$ cat src/rtl/ahb3lite_slave_mux.sv
// ============================================================================
// Module   : ahb3lite_slave_mux
// Purpose  : AHB3-Lite address decoder / response mux with built-in default
//            ERROR slave. Optional error address log under AHB3LITE_ERRLOG_EN.
// Revision : 1.0 - initial release
// ============================================================================
`default_nettype none

module ahb3lite_slave_mux #(
  parameter int                                 SLAVES      = 4,
  parameter int                                 HADDR_SIZE  = 32,
  parameter int                                 HDATA_SIZE  = 32,
  parameter logic [SLAVES-1:0][HADDR_SIZE-1:0]  SLAVE_BASE  = '0,
  parameter logic [SLAVES-1:0][HADDR_SIZE-1:0]  SLAVE_MASK  = '0,
  localparam int                                HTRANS_SIZE = 2
) (
  input  logic                         HCLK,
  input  logic                         HRESET,
  input  logic [HADDR_SIZE-1:0]        HADDR,
  input  logic [HTRANS_SIZE-1:0]       HTRANS,
  output logic                         HREADY,
  output logic                         HRESP,
  output logic [HDATA_SIZE-1:0]        HRDATA,
  output logic [SLAVES-1:0]            slv_HSEL,
  input  logic [SLAVES-1:0]            slv_HREADYOUT,
  input  logic [SLAVES-1:0]            slv_HRESP,
  input  logic [SLAVES*HDATA_SIZE-1:0] slv_HRDATA
`ifdef AHB3LITE_ERRLOG_EN
  ,
  output logic                         err_valid,
  output logic [HADDR_SIZE-1:0]        err_addr,
  input  logic                         err_clr
`endif
);

  localparam int                     c_SEL_W        = (SLAVES > 1) ? $clog2(SLAVES) : 1;
  localparam logic [HTRANS_SIZE-1:0] c_HTRANS_IDLE  = 2'b00;
  localparam logic [HTRANS_SIZE-1:0] c_HTRANS_NSEQ  = 2'b10;
  localparam logic [HTRANS_SIZE-1:0] c_HTRANS_SEQ   = 2'b11;

  typedef enum logic [1:0] {
    ST_IDLE = 2'd0,
    ST_ERR1 = 2'd1,
    ST_ERR2 = 2'd2
  } def_state_t;

  logic [SLAVES-1:0]  w_hit;
  logic [SLAVES-1:0]  w_hsel;
  logic [c_SEL_W-1:0] w_idx;
  logic               w_found;
  logic               w_miss;
  logic               w_err_start;

  logic [c_SEL_W-1:0] r_dsel;
  logic               r_dsel_def;
  logic               r_dact;

  def_state_t         r_state;
  def_state_t         w_state_nxt;
  logic               r_def_hready;
  logic               r_def_hresp;
  logic               w_def_hready_nxt;
  logic               w_def_hresp_nxt;

  generate
    for (genvar gi = 0; gi < SLAVES; gi++) begin : g_hit
      assign w_hit[gi] = (SLAVE_MASK[gi] != '0) &&
                         ((HADDR & SLAVE_MASK[gi]) == (SLAVE_BASE[gi] & SLAVE_MASK[gi]));
    end
  endgenerate

  // Lowest-index hit wins on overlapping regions
  always_comb begin
    w_hsel  = '0;
    w_idx   = '0;
    w_found = 1'b0;
    for (int i = 0; i < SLAVES; i++) begin
      if (w_hit[i] && !w_found) begin
        w_hsel[i] = 1'b1;
        w_idx     = c_SEL_W'(i);
        w_found   = 1'b1;
      end
    end
  end

  assign w_miss   = ~w_found;
  assign slv_HSEL = w_hsel;

  always_ff @(posedge HCLK or posedge HRESET) begin
    if (HRESET) begin
      r_dsel     <= '0;
      r_dsel_def <= 1'b1;
      r_dact     <= 1'b0;
    end else if (HREADY) begin
      r_dsel     <= w_idx;
      r_dsel_def <= w_miss;
      r_dact     <= (HTRANS != c_HTRANS_IDLE);
    end
  end

  // Default-slave responses only matter for an active data phase
  always_comb begin
    HREADY = r_def_hready | ~r_dact;
    HRESP  = r_def_hresp & r_dact;
    HRDATA = '0;
    if (!r_dsel_def) begin
      HREADY = slv_HREADYOUT[r_dsel];
      HRESP  = slv_HRESP[r_dsel];
      HRDATA = slv_HRDATA[r_dsel*HDATA_SIZE +: HDATA_SIZE];
    end
  end

  assign w_err_start = HREADY && w_miss &&
                       ((HTRANS == c_HTRANS_NSEQ) || (HTRANS == c_HTRANS_SEQ));

  always_comb begin
    w_state_nxt      = r_state;
    w_def_hready_nxt = 1'b1;
    w_def_hresp_nxt  = 1'b0;
    case (r_state)
      ST_IDLE: if (w_err_start) w_state_nxt = ST_ERR1;
      ST_ERR1: w_state_nxt = ST_ERR2;
      ST_ERR2: w_state_nxt = w_err_start ? ST_ERR1 : ST_IDLE;
      default: w_state_nxt = ST_IDLE;
    endcase
    case (w_state_nxt)
      ST_ERR1: begin
        w_def_hready_nxt = 1'b0;
        w_def_hresp_nxt  = 1'b1;
      end
      ST_ERR2: w_def_hresp_nxt = 1'b1;
      default: ;
    endcase
  end

  always_ff @(posedge HCLK or posedge HRESET) begin
    if (HRESET) begin
      r_state      <= ST_IDLE;
      r_def_hready <= 1'b1;
      r_def_hresp  <= 1'b0;
    end else begin
      r_state      <= w_state_nxt;
      r_def_hready <= w_def_hready_nxt;
      r_def_hresp  <= w_def_hresp_nxt;
    end
  end

`ifdef AHB3LITE_ERRLOG_EN
  logic                  r_err_valid;
  logic [HADDR_SIZE-1:0] r_err_addr;
  logic                  w_capture;

  // A clear in the same cycle frees the log so the new error is taken
  assign w_capture = (r_state == ST_IDLE) && (w_state_nxt == ST_ERR1) &&
                     (!r_err_valid || err_clr);

  always_ff @(posedge HCLK or posedge HRESET) begin
    if (HRESET) begin
      r_err_valid <= 1'b0;
      r_err_addr  <= '0;
    end else if (w_capture) begin
      r_err_valid <= 1'b1;
      r_err_addr  <= HADDR;
    end else if (err_clr) begin
      r_err_valid <= 1'b0;
    end
  end

  assign err_valid = r_err_valid;
  assign err_addr  = r_err_addr;
`endif

endmodule

`default_nettype wire

$ cat config.mk
export PLATFORM = sky130hd
export DESIGN_NAME = ahb3lite_slave_mux
export DESIGN_NICKNAME = d
export VERILOG_FILES = /design/src/rtl/ahb3lite_slave_mux.sv
export SDC_FILE = /design/constraint.sdc
export NUM_CORES = 1
export LEC_CHECK = 0
export ABC_CLOCK_PERIOD_IN_PS = 2300
export CAP_MARGIN = 10
export CORE_MARGIN = 8
export CORE_UTILIZATION = 11
export CTS_CLUSTER_DIAMETER = 120
export DETAILED_ROUTE_END_ITERATION = 6
export PLACE_DENSITY_LB_ADDON = 0.05
export SETUP_SLACK_MARGIN = 0.3
export SLEW_MARGIN = 20
export SYNTH_ARGS = -nofsm -noshare
export SYNTH_HDL_FRONTEND = slang
export SYNTH_SLANG_ARGS = --single-unit
$ cat constraint.sdc
create_clock -name HCLK -period 2.3 [get_ports HCLK]
set_clock_uncertainty 0.2 [all_clocks]
set_input_delay 0.23 -clock HCLK [delete_from_list [all_inputs] [get_ports HCLK]]
set_output_delay 0.23 -clock HCLK [all_outputs]
set_load 0.005 [all_outputs]
==> flow_summary.yaml, run 1 <==
sta:
  period_needed_ns: 1.77
  setup_viol: 0
  setup_tns_ns: 0
  hold_viol: 0
  setup_slack_ns: 0.531
  max_freq_mhz: 565
  fin_crit_sh: 0.769
  drv_slew: 0
  rsz0062_at_grt: "false"
synth:
  ys_async_sr_fraction: 1.00
  ys_seq_elements: 5
  synth_area_um2: 473
  synth_area_leaders: "buf_4, dfrtp_1, dfstp_2, inv_1, nor2b_4"
  ys_warn_count: 0
  synthCells: 53
  synth_commonest_cells: "buf_4, inv_1, dfrtp_1"
  synth_area_leader_cell: "buf_4"
  avgSynthCellArea_um2: 8.92
  yosysSeqAreaShare: 0.267
  synthDistinctLibCells: 11
  synth_top_area_share: 0.571
  synthFlopType: "dfrtp_1"
  synth_edf_count: 0
  yosysMostFrequentCell: "buf_4"
final_layout:
  syn2layout_area_growth_pct: 4.50
  drive_above_1_share: 0.0984
  stdcell_count: 113
  nNetsFinal: 235
  fillers: 501
  final_core_util: 0.117
  antenna_cells: 0
placed_design:
  hpwl_um: 726
  post-place-cells: 109
  io_buffers: 5
  gp_congestion: 0.614
  pre_cts_ws_ns: 0.685
worst_setup_path:
  cp_max_fo: 3
  crit_path_end_kind: "output port"
  slowest_delay_ns: 0.53
  critPathLaunchType: "flip-flop"
  cp_slowest_cell: "dfstp_2"
  critPathKind: "reg2out"
  cp.arrival_ns: 1.34
  cp_cell_sequence: "nor2b_4 > inv_1 > clkdlybuf4s50_1"
  worst-r2r-cell-count: 4
  crit_required_ns: 1.87
floorplan:
  die_area_um2: 6650
  ios: 210
  placementRows: 24
  fp.dieH_um: 81.6
  core_um2: 4230
  die_x_um: 81.6
  start_util: 0.112
clocking:
  cts-resized-gates: 0
  cts_buffer_depth: 2
  cts-hold-fix-buffers: 0
  cts_tree: "yes"
  cts_buffers: 3
  postCtsSetupBuffers: 0
  clock_latency_ns: 0.22
  h-tree-depth: 1
  clkTransAtPathRegs_ns: 0.04
  cts_root_buf: "clkbuf_8"
  clock_sinks: 5
detailed_routing:
  drtAntennaViolNets: 0
  firstDrtPassIters: 2
  drc: 0
  post_drt_wl_per_cell_um: 6.83
  drt_iter0_drc: 3
  drt_wl_total_um: 772
  vias: 212
  via_per_inst: 1.88
global_route:
  grt_max_degree: 6
  grt_pass1_vias: 242
  grt_usage: 0.0207
  antenna_found_initial: 0
  grt_overflow_total: 0
  grt_first_pass_wirelength_um: 966
power:
  power-per-cell-area_nw_per_um2: 656
  p_total_mw: 0.324
  peakVddDrop_mv: 0.187
  power_leakage_nw: 0.268
job:
  drv_cap: 0
min_path:
  hold_class: "in2async"
run_status:
  status: "complete, no violations"
[where the power goes]
| group | total (mW) | internal (mW) | switching, mW |
|---|---|---|---|
| registers | 0.107 | 0.103 | 0.00424 |
| clock network | 0.160 | 0.119 | 0.0411 |
| logic | 0.0577 | 0.0263 | 0.0314 |
[logic make-up after synthesis]
group	after synthesis	share of synthesized area
other	1	0.00793
AND/OR/NAND/NOR	5	0.0873
flip-flops	5	0.267
adder cells (fa/ha/maj)	1	0.0265
buffers and inverters	41	0.611
[sequential cells by signal, summed over array words and instances (netlist names)]
signal,flops
r_dact,1
r_def_hresp,1
r_def_hready,1
r_state,2
[per-stage QoR]
| step | hold slack [ns] | area, um^2 |
|---|---|---|
| 2_1_floorplan | -0.192 | 604 |
| 6_report | 0.0153 | 494 |
| 5_1_grt | 0.0498 | 494 |
| 3_3_place_gp | 0.269 | 449 |
| 3_5_place_dp | 0.248 | 449 |
| 4_1_cts | 0.0285 | 494 |
[cells in the final DEF (no fill, tap or decap), drive strengths merged]
cell type and instances:
nor3b 1, ha 1, dfstp 1, conb 36, and2 1, or3 1, nor2b 1, inv 5
dfrtp 4, clkbuf 4, nand2b 1, clkdlybuf4s50 5
[critical path: cells and delay by family, from the launching register on]
| family | cells | cell delay, ns |
|---|---|---|
| flops | 1 | 0.53 |
| buf+inv | 2 | 0.55 |
| simple gates | 1 | 0.04 |
[layout make-up]
type / instances / area, um^2 / area share
clock buffers: 4 / 45.0 / 0.0911
inverters: 5 / 18.8 / 0.0380
multi-input cells: 42 / 189 / 0.382
flip-flops and latches: 5 / 126 / 0.256
well taps: 52 / 65.1 / 0.132
repair buffers: 5 / 50.0 / 0.101
[routing by layer]
metal  vias up  global-route usage  wire length [um]
li1        101                   -                 -
met1        88              0.0183               253
met2        23              0.0278               383
met3         0              0.0241               135
met4         0              0.0105                 0
met5         -                   0                 0
[path summary, 6_finish.rpt]
kind / start / end / slack, ns
worst max-delay path: r_def_hready$_DFF_PP1_ / HREADY / 0.53
worst min-delay path: HRESET / r_def_hresp$_DFF_PP0_ / 0.02
worst max register to register: r_def_hready$_DFF_PP1_ / r_def_hresp$_DFF_PP0_ / 0.86
worst min register to register: r_state[0]$_DFF_PP0_ / r_state[0]$_DFF_PP0_ / 0.25
max in group asynchronous: HRESET / r_def_hready$_DFF_PP1_ / 1.64
min in group HCLK: r_state[0]$_DFF_PP0_ / r_state[0]$_DFF_PP0_ / 0.25
Note: power is estimated with default switching activity, not from simulation.
==> run 2, diff against run 1 <==
--- a/config.mk
+++ b/config.mk
@@ -5,10 +5,10 @@
 export SDC_FILE = /design/constraint.sdc
 export NUM_CORES = 1
 export LEC_CHECK = 0
-export ABC_CLOCK_PERIOD_IN_PS = 2300
+export ABC_CLOCK_PERIOD_IN_PS = 1530
 export CAP_MARGIN = 10
 export CORE_MARGIN = 8
-export CORE_UTILIZATION = 11
+export CORE_UTILIZATION = 10
 export CTS_CLUSTER_DIAMETER = 120
 export DETAILED_ROUTE_END_ITERATION = 6
 export PLACE_DENSITY_LB_ADDON = 0.05
==> constraint.sdc (replaced) <==
create_clock -name HCLK -period 1.53 [get_ports HCLK]
set_clock_uncertainty 0.2 [all_clocks]
set_input_delay 0.153 -clock HCLK [delete_from_list [all_inputs] [get_ports HCLK]]
set_output_delay 0.153 -clock HCLK [all_outputs]
set_load 0.005 [all_outputs]
==> flow_summary.yaml, run 2 (synthesis results as in run 1) <==
sta:
  fin_crit_sh: 0.877
  max_freq_mhz: 745
  drv_slew: 0
  setup_slack_ns: 0.188
  setup_viol: 0
  finalHoldWorstSlack_ns: 0.265
  setup_tns_ns: 0
  rsz0062_at_grt: "true"
  period_needed_ns: 1.34
  hold_viol: 0
placed_design:
  io_buffers: 5
  hpwl_um: 778
  post-place-cells: 111
  gp_congestion: 0.547
  post_dp_cell_area_um2: 457
  pre_cts_ws_ns: 0.0611
worst_setup_path:
  timing.rr.start: "r_def_hready$_DFF_PP1_"
  crit_path_end_kind: "flip-flop"
  crit_required_ns: 1.49
  cp.arrival_ns: 1.30
  cp_max_fo: 3
  cp-startpoint: "r_def_hready$_DFF_PP1_"
  critPathKind: "reg2reg"
  critPathLaunchType: "flip-flop"
global_route:
  grt_pass1_vias: 262
  grt_overflow_total: 0
  grt_first_pass_wirelength_um: 1300
  grt_max_degree: 6
  antenna_found_initial: 0
  grt_usage: 0.0237
power:
  power_leakage_nw: 0.276
  peakVddDrop_mv: 0.252
  p_total_mw: 0.497
  power-per-cell-area_nw_per_um2: 977
run_status:
  status: "complete, no violations"
final_layout:
  drive_above_1_share: 0.161
  fin_area_um2: 509
  stdcell_count: 116
  final_cell_mix: "conb_1, inv_1, dfrtp_1"
  final_common_cell: "conb_1"
  nNetsFinal: 236
  regMostFlops: "r_state"
  antenna_cells: 0
  syn2layout_area_growth_pct: 7.67
  largest_reg_flops: 2
  final_core_util: 0.110
detailed_routing:
  vias: 211
  firstDrtPassIters: 2
  post_drt_wl_per_cell_um: 7.36
  drt_iter0_drc: 6
  drtAntennaViolNets: 0
  via_per_inst: 1.82
  drc: 0
  drt_wl_total_um: 854
clocking:
  h-tree-depth: 1
  cts_buffer_depth: 2
  clock_sinks: 5
  clock_latency_ns: 0.22
  clkTransAtPathRegs_ns: 0.04
  cts_root_buf: "clkbuf_8"
  cts_tree: "yes"
  cts_buffers: 3
min_path:
  min_from: "r_state[0]$_DFF_PP0_"
  hold_class: "reg2reg"
floorplan:
  die_area_um2: 7190
  fp.dieH_um: 84.8
  start_util: 0.102
  die_x_um: 84.8
  placementRows: 25
  core_um2: 4630
  ios: 210
job:
  drv_cap: 0
[run 2: cell types whose count changed in the layout (fill, tap and decap cells not counted), sizes merged]
cell	delta
buf	+2
clkdlybuf4s50	-2
dlygate4sd3	+1
[run 2: what timing repair did]
action,CTS,global route
resized for setup,10,1
endpoints found under the setup margin,4,5
cloned,0,0
pin swaps,0,0
setup buffers,0,0
endpoints found under the hold margin,4,0
hold buffers,1,0
[run 2: critical path, stage by stage (launching register included)]
cell     delay (ns)
dfstp_2        0.53
nor2b_4        0.04
nor3b_2        0.20
ha_1           0.26
inv_1          0.05
[run 2: final cells by class]
cell class	count	area, um^2
Fill cell	547	4120
Multi-Input combinational cell	42	195
Sequential cell	5	126
Tap cell	54	67.6
Timing Repair Buffer	6	56.3
Clock buffer	4	45.0
Inverter	5	18.8
[run 2: report_power, final]
group          switching, mW  leakage (nW)  internal [mW]
Clock                 0.0630        0.0228          0.179
Combinational         0.0493         0.195         0.0435
Sequential           0.00840        0.0585          0.154
Total                  0.121         0.276          0.377
[run 2: worst paths after layout]
path                                          end  slack [ns]  depth (start not counted)
setup reg to reg            r_def_hresp$_DFF_PP0_        0.19                          4
setup / recovery            r_def_hresp$_DFF_PP0_        0.19                          4
hold / removal               r_state[0]$_DFF_PP0_        0.27                          1
max in group asynchronous  r_def_hready$_DFF_PP1_        0.42                          3
min in group asynchronous      r_dact$_DFFE_PP0P_        0.50                          3
hold reg to reg              r_state[0]$_DFF_PP0_        0.27                          1
[run 2: layer usage]
layer  vias up  part of all wire  track usage
li1        102                 -            -
met5         -                 0            0
met2        19              0.50       0.0351
met1        90              0.35       0.0206
met3         0              0.15       0.0283
met4         0                 0      0.00485
